[src/rtl/bayer_shift_sequencer.sv]
// Four-position pixel-shift capture sequencer: steps the actuator, captures one
// RGGB frame per position and streams per-channel samples with high-res coordinates.
module bayer_shift_sequencer #(
  parameter int DATA_W        = 12,
  parameter int WIDTH         = 773,
  parameter int HEIGHT        = 495,
  parameter int SETTLE_CYCLES = 64,
  parameter int FIFO_DEPTH    = 16
) (
  input  logic              clock,
  input  logic              reset_n,
  input  logic              start,
  output logic              shift_req,
  input  logic              shift_done,
  output logic [1:0]        shift_pos,
  input  logic              sof,
  input  logic              pix_valid,
  input  logic [DATA_W-1:0] pix_data,
  output logic [DATA_W-1:0] raw_red_data,
  output logic [DATA_W-1:0] raw_green_data,
  output logic [DATA_W-1:0] raw_blue_data,
  output logic [2:0]        chan,
  output logic [10:0]       out_x,
  output logic [9:0]        out_y,
  output logic              out_valid,
  input  logic              out_ready,
  output logic              busy,
  output logic              frame_done,
  output logic              overrun
);

  // state      | meaning
  // S_IDLE     | waiting for start
  // S_MOVE     | shift_req high until the actuator reports shift_done
  // S_SETTLE   | settle down-counter running
  // S_WAIT_SOF | waiting for sof so capture aligns with a frame start
  // S_CAPTURE  | buffering pixels, tracking sensor col/row
  // S_DRAIN    | waiting for FIFO and output register to empty
  typedef enum logic [2:0] {
    S_IDLE, S_MOVE, S_SETTLE, S_WAIT_SOF, S_CAPTURE, S_DRAIN
  } state_t;

  localparam int COL_W = (WIDTH > 1) ? $clog2(WIDTH) : 1;
  localparam int ROW_W = (HEIGHT > 1) ? $clog2(HEIGHT) : 1;
  localparam int CNT_W = (SETTLE_CYCLES > 1) ? $clog2(SETTLE_CYCLES) : 1;
  localparam int AW    = (FIFO_DEPTH > 1) ? $clog2(FIFO_DEPTH) : 1;
  localparam int ENT_W = DATA_W + 3 + 11 + 10;
  localparam logic [2:0] CH_R = 3'b001;
  localparam logic [2:0] CH_G = 3'b010;
  localparam logic [2:0] CH_B = 3'b100;

  state_t             state, state_nxt;
  logic [1:0]         pos_nxt;
  logic               settle_load;
  logic [CNT_W-1:0]   settle_cnt;
  logic [COL_W-1:0]   col;
  logic [ROW_W-1:0]   row;
  logic               pix_accept, last_pix, drained;

  logic [ENT_W-1:0]   mem [0:(2**AW)-1];
  logic [AW-1:0]      wr_ptr, rd_ptr;
  logic [AW:0]        count, occ;
  logic               full, xfer, load_out, fifo_wr;

  logic               dx, dy;
  logic [2:0]         chan_w;
  logic [10:0]        x_w;
  logic [9:0]         y_w;
  logic [ENT_W-1:0]   wr_entry, rd_entry;
  logic [DATA_W-1:0]  rd_data;
  logic [2:0]         rd_chan;
  logic [10:0]        rd_x;
  logic [9:0]         rd_y;

  assign pix_accept = pix_valid &&
                      ((state == S_CAPTURE) || ((state == S_WAIT_SOF) && sof));
  assign last_pix   = (col == COL_W'(WIDTH - 1)) && (row == ROW_W'(HEIGHT - 1));
  assign drained    = (count == '0) && !out_valid;

  assign shift_req  = (state == S_MOVE);
  assign busy       = (state != S_IDLE);
  assign frame_done = (state == S_DRAIN) && drained && (shift_pos == 2'd3);

  always_comb begin
    state_nxt   = state;
    pos_nxt     = shift_pos;
    settle_load = 1'b0;
    case (state)
      S_IDLE: begin
        if (start) begin
          state_nxt = S_MOVE;
          pos_nxt   = 2'd0;
        end
      end
      S_MOVE: begin
        if (shift_done) begin
          state_nxt   = S_SETTLE;
          settle_load = 1'b1;
        end
      end
      S_SETTLE: begin
        if (settle_cnt == '0) state_nxt = S_WAIT_SOF;
      end
      S_WAIT_SOF: begin
        if (pix_accept) state_nxt = last_pix ? S_DRAIN : S_CAPTURE;
      end
      S_CAPTURE: begin
        if (pix_accept && last_pix) state_nxt = S_DRAIN;
      end
      S_DRAIN: begin
        if (drained) begin
          if (shift_pos == 2'd3) begin
            state_nxt = S_IDLE;
          end else begin
            state_nxt = S_MOVE;
            pos_nxt   = shift_pos + 2'd1;
          end
        end
      end
      default: state_nxt = S_IDLE;
    endcase
  end

  always_ff @(posedge clock or negedge reset_n) begin
    if (!reset_n) begin
      state     <= S_IDLE;
      shift_pos <= 2'd0;
    end else begin
      state     <= state_nxt;
      shift_pos <= pos_nxt;
    end
  end

  always_ff @(posedge clock or negedge reset_n) begin
    if (!reset_n) begin
      settle_cnt <= '0;
    end else if (settle_load) begin
      settle_cnt <= CNT_W'(SETTLE_CYCLES - 1);
    end else if ((state == S_SETTLE) && (settle_cnt != '0)) begin
      settle_cnt <= settle_cnt - 1'b1;
    end
  end

  // Geometry advances on every accepted pixel, including ones dropped on a full buffer.
  always_ff @(posedge clock or negedge reset_n) begin
    if (!reset_n) begin
      col <= '0;
      row <= '0;
    end else if (state == S_SETTLE) begin
      col <= '0;
      row <= '0;
    end else if (pix_accept) begin
      if (col == COL_W'(WIDTH - 1)) begin
        col <= '0;
        row <= (row == ROW_W'(HEIGHT - 1)) ? '0 : row + 1'b1;
      end else begin
        col <= col + 1'b1;
      end
    end
  end

  assign dx = shift_pos[0] ^ shift_pos[1];
  assign dy = shift_pos[1];

  always_comb begin
    chan_w = CH_G;
    if (!row[0] && !col[0])     chan_w = CH_R;
    else if (row[0] && col[0])  chan_w = CH_B;
  end

  assign x_w      = 11'({col, dx});
  assign y_w      = 10'({row, dy});
  assign wr_entry = {pix_data, chan_w, x_w, y_w};

  // Capacity counts the output register so FIFO_DEPTH samples can be held in total.
  assign xfer     = out_valid && out_ready;
  assign load_out = (count != '0) && (!out_valid || out_ready);
  assign occ      = count + {{AW{1'b0}}, out_valid};
  assign full     = (occ == (AW + 1)'(FIFO_DEPTH));
  assign fifo_wr  = pix_accept && (!full || xfer);

  always_ff @(posedge clock) begin
    if (fifo_wr) mem[wr_ptr] <= wr_entry;
  end

  always_ff @(posedge clock or negedge reset_n) begin
    if (!reset_n) begin
      wr_ptr <= '0;
      rd_ptr <= '0;
      count  <= '0;
    end else begin
      if (fifo_wr)  wr_ptr <= wr_ptr + 1'b1;
      if (load_out) rd_ptr <= rd_ptr + 1'b1;
      case ({fifo_wr, load_out})
        2'b10:   count <= count + 1'b1;
        2'b01:   count <= count - 1'b1;
        default: count <= count;
      endcase
    end
  end

  always_ff @(posedge clock or negedge reset_n) begin
    if (!reset_n) begin
      overrun <= 1'b0;
    end else if ((state == S_IDLE) && start) begin
      overrun <= 1'b0;
    end else if (pix_accept && !fifo_wr) begin
      overrun <= 1'b1;
    end
  end

  assign rd_entry = mem[rd_ptr];
  assign {rd_data, rd_chan, rd_x, rd_y} = rd_entry;

  // Only the addressed colour port updates; the other two keep their last sample.
  always_ff @(posedge clock or negedge reset_n) begin
    if (!reset_n) begin
      out_valid      <= 1'b0;
      chan           <= 3'b000;
      out_x          <= '0;
      out_y          <= '0;
      raw_red_data   <= '0;
      raw_green_data <= '0;
      raw_blue_data  <= '0;
    end else if (load_out) begin
      out_valid <= 1'b1;
      chan      <= rd_chan;
      out_x     <= rd_x;
      out_y     <= rd_y;
      if (rd_chan == CH_R)      raw_red_data   <= rd_data;
      else if (rd_chan == CH_B) raw_blue_data  <= rd_data;
      else                      raw_green_data <= rd_data;
    end else if (xfer) begin
      out_valid <= 1'b0;
    end
  end

endmodule

[config.mk]
export PLATFORM = sky130hd
export DESIGN_NAME = bayer_shift_sequencer
export DESIGN_NICKNAME = d
export VERILOG_FILES = /design/src/rtl/bayer_shift_sequencer.sv
export SDC_FILE = /design/constraint.sdc
export NUM_CORES = 1
export LEC_CHECK = 0
export ABC_AREA = 1
export CAP_MARGIN = 20
export CELL_PAD_IN_SITES_DETAIL_PLACEMENT = 0
export CELL_PAD_IN_SITES_GLOBAL_PLACEMENT = 2
export CORE_MARGIN = 3
export CORE_UTILIZATION = 43
export DETAILED_ROUTE_END_ITERATION = 8
export MAX_ROUTING_LAYER = met4
export PLACE_DENSITY = 0.78
export SLEW_MARGIN = 20
export SYNTH_ARGS = -nofsm -noshare
export SYNTH_HDL_FRONTEND = slang
export SYNTH_SLANG_ARGS = --single-unit
[constraint.sdc]
create_clock -name clock -period 4.5 [get_ports clock]
set_input_delay 0.9 -clock clock [delete_from_list [all_inputs] [get_ports clock]]
set_output_delay 0.9 -clock clock [all_outputs]
set_load 0.05 [all_outputs]
==> Word level (Yosys, flattened, before mapping) <==
Memories as Yosys holds them, arrays and structs flattened.
Cells that the tools add are included.
{ "word_totals": {"reg_bits": 105, "latchBits": 0, "ram_bits": 576, "mem_bits_ro": 0, "input_bits": 19, "n_memories": 1} }
{ "classes": {"add_sub_neg": 9, "n_mul": 0, "div": 0, "magnitude_cmp": 0, "n_eq_ne": 20, "shift": 0, "muxes": 33, "n_bitwise": 3, "reduce_logical": 42} }
{ "mem_list": {"columns": ["name", "words", "width", "rd", "rd_clocked_by_memory_dff", "wr", "line_no", "rtl"], "rows": [
  ["mem", 16, 36, 1, 0, 1, "60", "logic [ENT_W-1:0] mem [0:(2**AW)-1];"]
]} }
{ "op_table": {"columns": ["cell", "count"], "rows": [
  ["$mux W9", 4],
  ["$mux W10", 3],
  ["$mux W3", 8],
  ["$pmux W3 S6", 1],
  ["$logic_and A1 B1 Y1", 15],
  ["$reduce_bool A2 Y1", 7],
  ["$mux W6", 2],
  ["$add A10 B1 Y10 const B", 1],
  ["$eq A10 B10 Y1 const B", 1],
  ["$mux W1", 10],
  ["$ne A2 B2 Y1 const B", 5],
  ["$pmux W5 S2", 1],
  ["$add A9 B1 Y9 const B", 1],
  ["$eq A3 B3 Y1 const B", 3],
  ["$eq A9 B9 Y1 const B", 1],
  ["$add A4 B1 Y4 const B", 2],
  ["$eq A3 B1 Y1 const B", 2],
  ["$eq A3 B2 Y1 const B", 2],
  ["$logic_not A6 Y1", 1],
  ["$mux W2", 3],
  ["$reduce_and A3 Y1", 2],
  ["$reduce_and A6 Y1", 1],
  ["$reduce_bool A6 Y1", 1],
  ["$sub A6 B1 Y6 const B", 1],
  ["19 further kinds", 29]
]} }

==> Logic depth before layout (Yosys ltp) <==
Gate-level depths: netlist (run 1).
{ "logic_depth": {"ltp_word": 9, "ltp_mapped": 20, "ltp_nobuf": 20} }

==> Worst setup path after synthesis (run 1) <==
No wires, ideal clock.
{ "synth_timing": {"kind": "register to register", "start": "register out_valid", "end": "memory mem[11][0] (netlist name), enable pin", "setup_time_ns": 0.429, "t_arrival_ns": 3.251, "required_ns": 4.071, "setup_slack_ns": 0.820, "path_stages_with_launch": 11, "synth_period_minus_slack_ns": 3.680, "cell_sequence": "dfrtp_1 -> ha_1 -> ha_1 -> nor2_1 -> nand2_1 -> a21oi_1 -> nand4_1 -> nand2_1 -> inv_2 -> nand2_1 -> nor2_1"} }
{ "synth_between": {"elab_chain_len": 7, "elab_cells_between_ends": 8, "classes_between": "add/sub: 1; eq/ne: 1; mux: 2; reduce/logical: 4"} }
{ "synth_rtl": {"columns": ["item", "line_no", "rtl"], "rows": [
  ["start, declared", "25", "output logic out_valid,"],
  ["start signal, assigned", "218", "out_valid <= 1'b0;"],
  ["start signal, assigned", "226", "out_valid <= 1'b1;"],
  ["start signal, assigned", "234", "out_valid <= 1'b0;"],
  ["$add A5 B1 Y5", "178", "assign occ = count + {{AW{1'b0}}, out_valid};"],
  ["$eq A5 B5 Y1", "179", "assign full = (occ == (AW + 1)'(FIFO_DEPTH));"],
  ["$logic_not A1 Y1", "180", "assign fifo_wr = pix_accept && (!full || xfer);"],
  ["$logic_or A1 B1 Y1 *", "180", null],
  ["$logic_and A1 B1 Y1 *", "180", null],
  ["$mux W1 *", "183", "if (fifo_wr) mem[wr_ptr] <= wr_entry;"],
  ["$mux W1 (not written as such) *", "183", null],
  ["end, declared", "60", null]
]} }
Every way passes the cells marked *; elsewhere a longest branch is shown, timed or not.

==> Worst setup path in the final report (run 1) <==
{ "layout_timing": {"start": "register state[2]", "end": "output frame_done"} }
{ "layout_between": {"elab_chain_len": 3} }
{ "layout_rtl": {"columns": ["item", "line_no", "rtl"], "rows": [
  ["start, declared", "52", "state_t state, state_nxt;"],
  ["start signal, assigned", "129", "state <= state_nxt;"],
  ["$eq A3 B3 Y1", "82", "assign frame_done = (state == S_DRAIN) && drained && (shift_pos == 2'd3);"],
  ["$logic_and A1 B1 Y1 (2 in series)", "82", null],
  ["end, declared", "28", "output logic frame_done,"]
]} }
No other way between the ends.

==> results of run 1 <==
==> area by class of cell <==
class,count,share of cell area (%)
flip-flops and latches,681,63.1
multi-input cells,1299,21.1
clock buffers,98,6.28
repair buffers,124,4.21
well taps,837,3.32
inverters,95,1.16
clock inverters,35,0.875
==> cells in the mapped netlist, types with 13 or more instances <==
| cell | count |
|---|---|
| a21oi_1 | 18 |
| a31oi_1 | 23 |
| buf_2 | 47 |
| clkbuf_1 | 69 |
| dfrtp_1 | 105 |
| edfxtp_1 | 576 |
| ha_1 | 20 |
| inv_1 | 86 |
| nand2_1 | 209 |
| nand3_1 | 101 |
| nand4_1 | 19 |
| nor2_1 | 378 |
| o211ai_1 | 48 |
| o21a_1 | 13 |
| o21ai_0 | 312 |
| o21ai_1 | 18 |
| o221ai_1 | 52 |
| o22ai_1 | 34 |
| xor2_1 | 13 |
==> metrics by stage <==
| step | hold slack [ns] | cells | util [%] |
|---|---|---|---|
| 6_report | 0.429 | 3169 | 50.6 |
| 4_1_cts | 0.454 | 3169 | 50.6 |
| 5_1_grt | 0.487 | 3169 | 50.6 |
| 3_5_place_dp | 0.459 | 3036 | 47.0 |
| 2_1_floorplan | 0.473 | 2208 | - |
| 3_3_place_gp | 0.468 | 3036 | 47.0 |
==> cell families (layout without fill, tap and decap cells) <==
| group | after synthesis | after routing |
|---|---|---|
| AOI/OAI and AO/OA | 533 | 533 |
| xor gates and xnor gates | 14 | 14 |
| adders and majority gates | 20 | 20 |
| buffers and inverters | 228 | 352 |
| DFF | 681 | 681 |
| and+or+nand+nor | 732 | 732 |
==> state kept, by name, indices dropped and copies added (netlist names) <==
signal and flops:
mem 576, raw_blue_data 12, raw_green_data 12, raw_red_data 12, out_x 11, col 10, out_y 10, row 9
settle_cnt 6, count 5, rd_ptr 4, wr_ptr 4, chan 3, state 3, shift_pos 2, out_valid 1
overrun 1
==> cells in the final DEF (no fill, tap or decap), types with 18 or more instances in the layout <==
master,Yosys,final
edfxtp_1,576,576
nor2_1,378,362
o21ai_0,312,312
nand2_1,209,209
nand3_1,101,101
dfrtp_1,105,101
inv_1,86,84
clkdlybuf4s50_1,0,84
clkbuf_16,0,75
o221ai_1,52,52
o211ai_1,48,48
o22ai_1,34,34
buf_4,7,25
a31oi_1,23,23
clkbuf_1,69,21
ha_1,20,20
nand4_1,19,19
nor2_4,2,18
a21oi_1,18,18
o21ai_1,18,18
==> worst max path at each step <==
| stage | startpoint | depth (start not counted) | to |
|---|---|---|---|
| after detailed placement | sof | 8 | mem[2][25]$_DFFE_PP_ |
| after CTS | state[2]$_DFFE_PN0P_ | 5 | frame_done |
| after global routing | state[2]$_DFFE_PN0P_ | 5 | frame_done |
| after floorplan | out_valid$_DFFE_PN0P_ | 10 | mem[11][0]$_DFFE_PP_ |
| after global placement | sof | 16 | count[4]$_DFFE_PN0P_ |
| final | state[2]$_DFFE_PN0P_ | 5 | frame_done |
==> power by group through the flow <==
stage	Clock, µW	Combinational (µW)	Sequential (µW)
floorplan	0	4390	9010
detailed placement	0	7780	8360
finish	5700	7690	8230
global placement	0	7730	8350
global route	6060	8500	8300
CTS	5810	7800	8230
==> routing by layer <==
| metal | up-vias | track usage [%] | part of all wire (%) |
|---|---|---|---|
| met3 | 98 | 2.87 | 4.2 |
| met5 | - | - | 0 |
| met4 | 0 | 5.32 | 2.1 |
| met1 | 8602 | 29.4 | 45 |
| li1 | 8154 | - | - |
| met2 | 431 | 34.9 | 48 |
==> flow_metrics.py, run 1 <==
metrics = {
    "yosys": {
        "synth_warnings": 0,
        "synth_seq_area_share_pct": 72.6,
        "synth_ff_type": "edfxtp_1",
        "yosysTopAreaCell": "edfxtp_1",
        "yosysUniqueCellTypes": 38,
        "ys_seq_elements": 681,
        "synth-simple-area-share_pct": 11.0,
        "avgSynthCellArea_um2": 12.4,
        "synth_adder_area_share_pct": 0.912,
        "synth_mux_area_share_pct": 0,
        "synth_edf_count": 576,
        "syn_area_um2": 27400,
        "synth_top_family_by_area": "compound AO/OA/AOI/OAI gates",
        "synth-compound-area-share_pct": 11.5,
        "synthesis.nets": 2247,
        "synthCells": 2208,
        "synth_top_area_share_pct": 63.1,
        "synthArstFlopShare_pct": 15.4,
        "synth_area_leaders": "edfxtp_1 (63%), dfrtp_1 (9.6%), o21ai_0 (5.7%)",
        "synth-xor-area-share_pct": 0.447,
    },
    "setup_path": {
        "slowest_delay_ns": 0.83,
        "cp_cell_sequence": "inv_1 -> nor3_1 -> nand2_1 -> nor2_1 -> clkdlybuf4s50_1",
        "rr_worst_depth": 19,
        "critPathBufInv": 2,
        "crit_required_ns": 3.60,
        "r2r_start": "count[0]$_DFFE_PN0P_",
        "cp-start-kind": "register",
        "slowest_stage": "clkdlybuf4s50_1",
        "crit_fanout": 5,
        "reg2reg_to": "count[4]$_DFFE_PN0P_",
        "critPathKind": "reg2out",
        "arrival_ns": 2.77,
        "path_delay_family": "buffers and inverters",
        "r2r_slack_ns": 1.40,
        "cp-end-kind": "output port",
    },
    "power": {
        "power.total_uw": 21600,
        "p_comb_share_pct": 35.6,
        "seqPwrFrac_pct": 38.1,
        "p_sw_uw": 8510,
        "cellPowerDensity_nw_per_um2": 684,
        "p_int_uw": 13100,
        "p_leak_uw": 0.0111,
        "clkPwrFrac_pct": 26.4,
        "ir_drop_v": 0.000542,
        "switching_share_pct": 39.4,
    },
    "route": {
        "firstDrtPassIters": 5,
        "avgRoutedWirePerCell_um": 22.1,
        "dr.first_iter.drc_count": 1672,
        "drcViolationCount": 0,
        "post_drt_via_cell_ratio": 5.45,
        "drt-total-wl_mm": 70.1,
        "antenna_left": 0,
        "vias": 17300,
    },
    "layout": {
        "fillers": 5440,
        "area_growth_pct": 15.2,
        "multi_input_area_um2": 6650,
        "seq_area_um2": 19900,
        "final_area_um2": 31600,
        "fin_nets": 2313,
        "drive_gt1_share_pct": 8.53,
        "n_antenna_cell": 0,
    },
    "sta": {
        "period_needed_ns": 3.67,
        "max_freq_ghz": 0.272,
        "setup_violations": 0,
        "finalCritPeriodShare_pct": 81.7,
        "finClkSkew_ns": 0.0384,
        "tightest_slew_ns": 1.07,
        "finalSetupTns_ns": 0,
        "setup_ws_ns": 0.825,
        "relSlewSlack_pct": 28.8,
        "finalHoldViolCount": 0,
        "drv_slew": 0,
        "rsz0062_at_grt": "no",
    },
    "clock_tree": {
        "post_cts.repair.setup_buffers": 0,
        "cts_resized": 0,
        "cts_root_buf": "clkbuf_16",
        "max-clock-path-buffers": 3,
        "ctsHoldBuffers": 0,
        "cts.sinks": 681,
        "clkTransAtPathRegs_ns": 0.06,
        "cts_made_buffers": 73,
        "htree_levels": 3,
        "tritoncts": "done",
        "clk_latency_ns": 0.61,
    },
    "floorplanning": {
        "fp.coreArea_um2": 62400,
        "dieArea_um2": 66900,
        "die-width_um": 259,
        "die_h_um": 259,
        "pin_count": 86,
        "rows": 91,
        "initial_core_util_pct": 44.0,
    },
    "placed_design": {
        "dpl_cell_area_um2": 29300,
        "gp_congestion": 0.820,
        "io_buffers": 85,
        "dp_hpwl_mm": 39.7,
        "dp_slack_ns": 1.09,
    },
    "grt": {
        "grt-ovfl-total": 0,
        "grt_pass1_wl_mm": 107,
        "grt_max_degree": 204,
        "grt_usage_pct": 21.6,
        "grt_pass1_vias": 17000,
        "grt_antenna_before_repair": 1,
    },
    "run_status": {
        "status": "completed",
    },
    "min_path": {
        "hp-class": "in2async",
    },
    "run": {
        "maxCapViolCount": 0,
    },
}
Power figures use the tool's default switching activity.
==> inputs of run 2 (changes only) <==
CORE_UTILIZATION = 39   (was 43)
PLACE_DENSITY = 0.75   (was 0.78)
clock period = 3.31 ns   (was 4.5 ns; I/O delays follow)
==> run 2 against run 1 <==
Effect of this change: sequential share of layout area fell by 1.2 points; sequential cell count did not move; count of clock-buffer cells in the layout rose by 18; hold slack got worse by 0.37 ns; first-iteration DRC count fell by 16%.
==> flow_metrics.py, run 2 (synthesis gave the netlist of run 1 again) <==
metrics = {
    "route": {
        "vias": 17600,
        "drcViolationCount": 0,
        "avgRoutedWirePerCell_um": 21.7,
        "post_drt_via_cell_ratio": 5.33,
        "drt-total-wl_mm": 71.9,
        "antenna_left": 0,
        "firstDrtPassIters": 6,
        "dr.first_iter.drc_count": 1411,
    },
    "clock_tree": {
        "cts_made_buffers": 75,
        "max-clock-path-buffers": 3,
        "clkTransAtPathRegs_ns": 0.06,
        "post_cts.repair.setup_buffers": 0,
        "cts_root_buf": "clkbuf_16",
        "tritoncts": "done",
        "clk_latency_ns": 0.62,
        "cts.sinks": 681,
        "htree_levels": 3,
    },
    "run": {
        "maxCapViolCount": 0,
    },
    "layout": {
        "mostFrequentLayoutCells": "edfxtp_1 (576), nor2_1 (362), o21ai_0 (312), nand2_1 (209)",
        "final_common_cell": "edfxtp_1",
        "n_antenna_cell": 0,
        "largest_register_ffs": 576,
        "drive_gt1_share_pct": 9.98,
        "fin_nets": 2353,
        "fillers": 6216,
        "top_register": "mem",
        "area_growth_pct": 17.4,
    },
    "sta": {
        "finalCritPeriodShare_pct": 94.2,
        "finalHoldViolCount": 0,
        "relSlewSlack_pct": 31.7,
        "setup_violations": 0,
        "drv_slew": 0,
        "period_needed_ns": 3.12,
        "tightest_slew_ns": 1.02,
        "finClkSkew_ns": 0.0217,
        "whs_ns": 0.0592,
        "finalSetupTns_ns": 0,
        "rsz0062_at_grt": "no",
        "max_freq_ghz": 0.321,
    },
    "grt": {
        "grt-ovfl-total": 0,
        "grt_usage_pct": 20.1,
        "grt_pass1_wl_mm": 109,
        "grt_max_degree": 151,
        "grt_antenna_before_repair": 0,
        "grt_pass1_vias": 17300,
    },
    "run_status": {
        "status": "completed",
    },
    "floorplanning": {
        "die-width_um": 271,
        "die_h_um": 271,
        "initial_core_util_pct": 39.6,
        "dieArea_um2": 73500,
        "fp.coreArea_um2": 69200,
        "rows": 96,
        "pin_count": 86,
    },
    "setup_path": {
        "arrival_ns": 2.46,
        "crit_fanout": 5,
        "cp-end-kind": "output port",
        "crit_required_ns": 2.65,
        "cp-start-kind": "register",
        "rr_worst_depth": 19,
        "critPathKind": "reg2out",
    },
    "power": {
        "ir_drop_v": 0.000613,
        "cellPowerDensity_nw_per_um2": 928,
        "p_leak_uw": 0.0114,
    },
    "placed_design": {
        "dp_hpwl_mm": 40.4,
        "gp_congestion": 0.757,
        "io_buffers": 85,
    },
    "min_path": {
        "hp-class": "in2async",
    },
}
-- run 2: worst max-delay path, cell delays in order (launching register included) --
cell and delay [ns]:
dfrtp_1 0.43, inv_1 0.09, nand2_1 0.08, nor4_1 0.38, nand2_1 0.22, nor2_1 0.12
dlygate4sd2_1 0.53
-- run 2: area by class of cell --
type	count	area (µm²)	area share [%]
clock buffer	116	2170	6.75
clock inverter	22	221	0.688
inverter	95	363	1.13
multi-input combinational	1299	6650	20.7
sequential	681	19900	61.9
tap	931	1160	3.62
timing repair buffer	162	1690	5.25
-- run 2: power breakdown --
part / switching, µW / total, µW / internal (µW)
Sequential: 703 / 11100 / 10400
Clock: 3300 / 8080 / 4780
Combinational: 7520 / 10700 / 3190
Total: 11500 / 29900 / 18400
-- run 2: path summary, 6_finish.rpt --
kind / start / to / slack, ns
max: count[3]$_DFFE_PN0P_ / frame_done / 0.19
min: reset_n / chan[2]$_DFFE_PN0P_ / 0.06
max reg2reg: count[0]$_DFFE_PN0P_ / count[4]$_DFFE_PN0P_ / 0.34
min reg2reg: raw_blue_data[9]$_DFFE_PN0P_ / raw_blue_data[9]$_DFFE_PN0P_ / 0.48
max in group asynchronous: reset_n / wr_ptr[3]$_DFFE_PN0P_ / 2.44
min in group clock: raw_blue_data[9]$_DFFE_PN0P_ / raw_blue_data[9]$_DFFE_PN0P_ / 0.48
-- run 2: per-layer routing --
layer  share of wire (%)  vias to the layer above  global-route usage [%]
met5                   0                        -                       -
met4                 2.3                        0                    5.58
li1                    -                     8216                       -
met3                 4.5                      103                    2.98
met2                  48                      437                    32.5
met1                  45                     8851                    26.7
-- run 2: metrics by stage --
stage                     setup slack [ns]  utilization, %  cell area [µm²]  std cells  total power [µW]
after floorplan                     -0.370               -            27400       2208             18200
after global placement               0.168            43.1            29800       3168             21900
after detailed placement            0.0619            43.1            29800       3168             22100
after CTS                            0.183            46.5            32200       3306             30200
after global routing                0.0328            46.5            32200       3306             31600
final                                0.192            46.5            32200       3306             29900
-- run 2: repair_timing --
action / CTS / global route
resized for setup: 1 / 0
setup endpoints to repair: 1 / 0
hold endpoints to repair: 0 / 0
hold buffers: 0 / 0
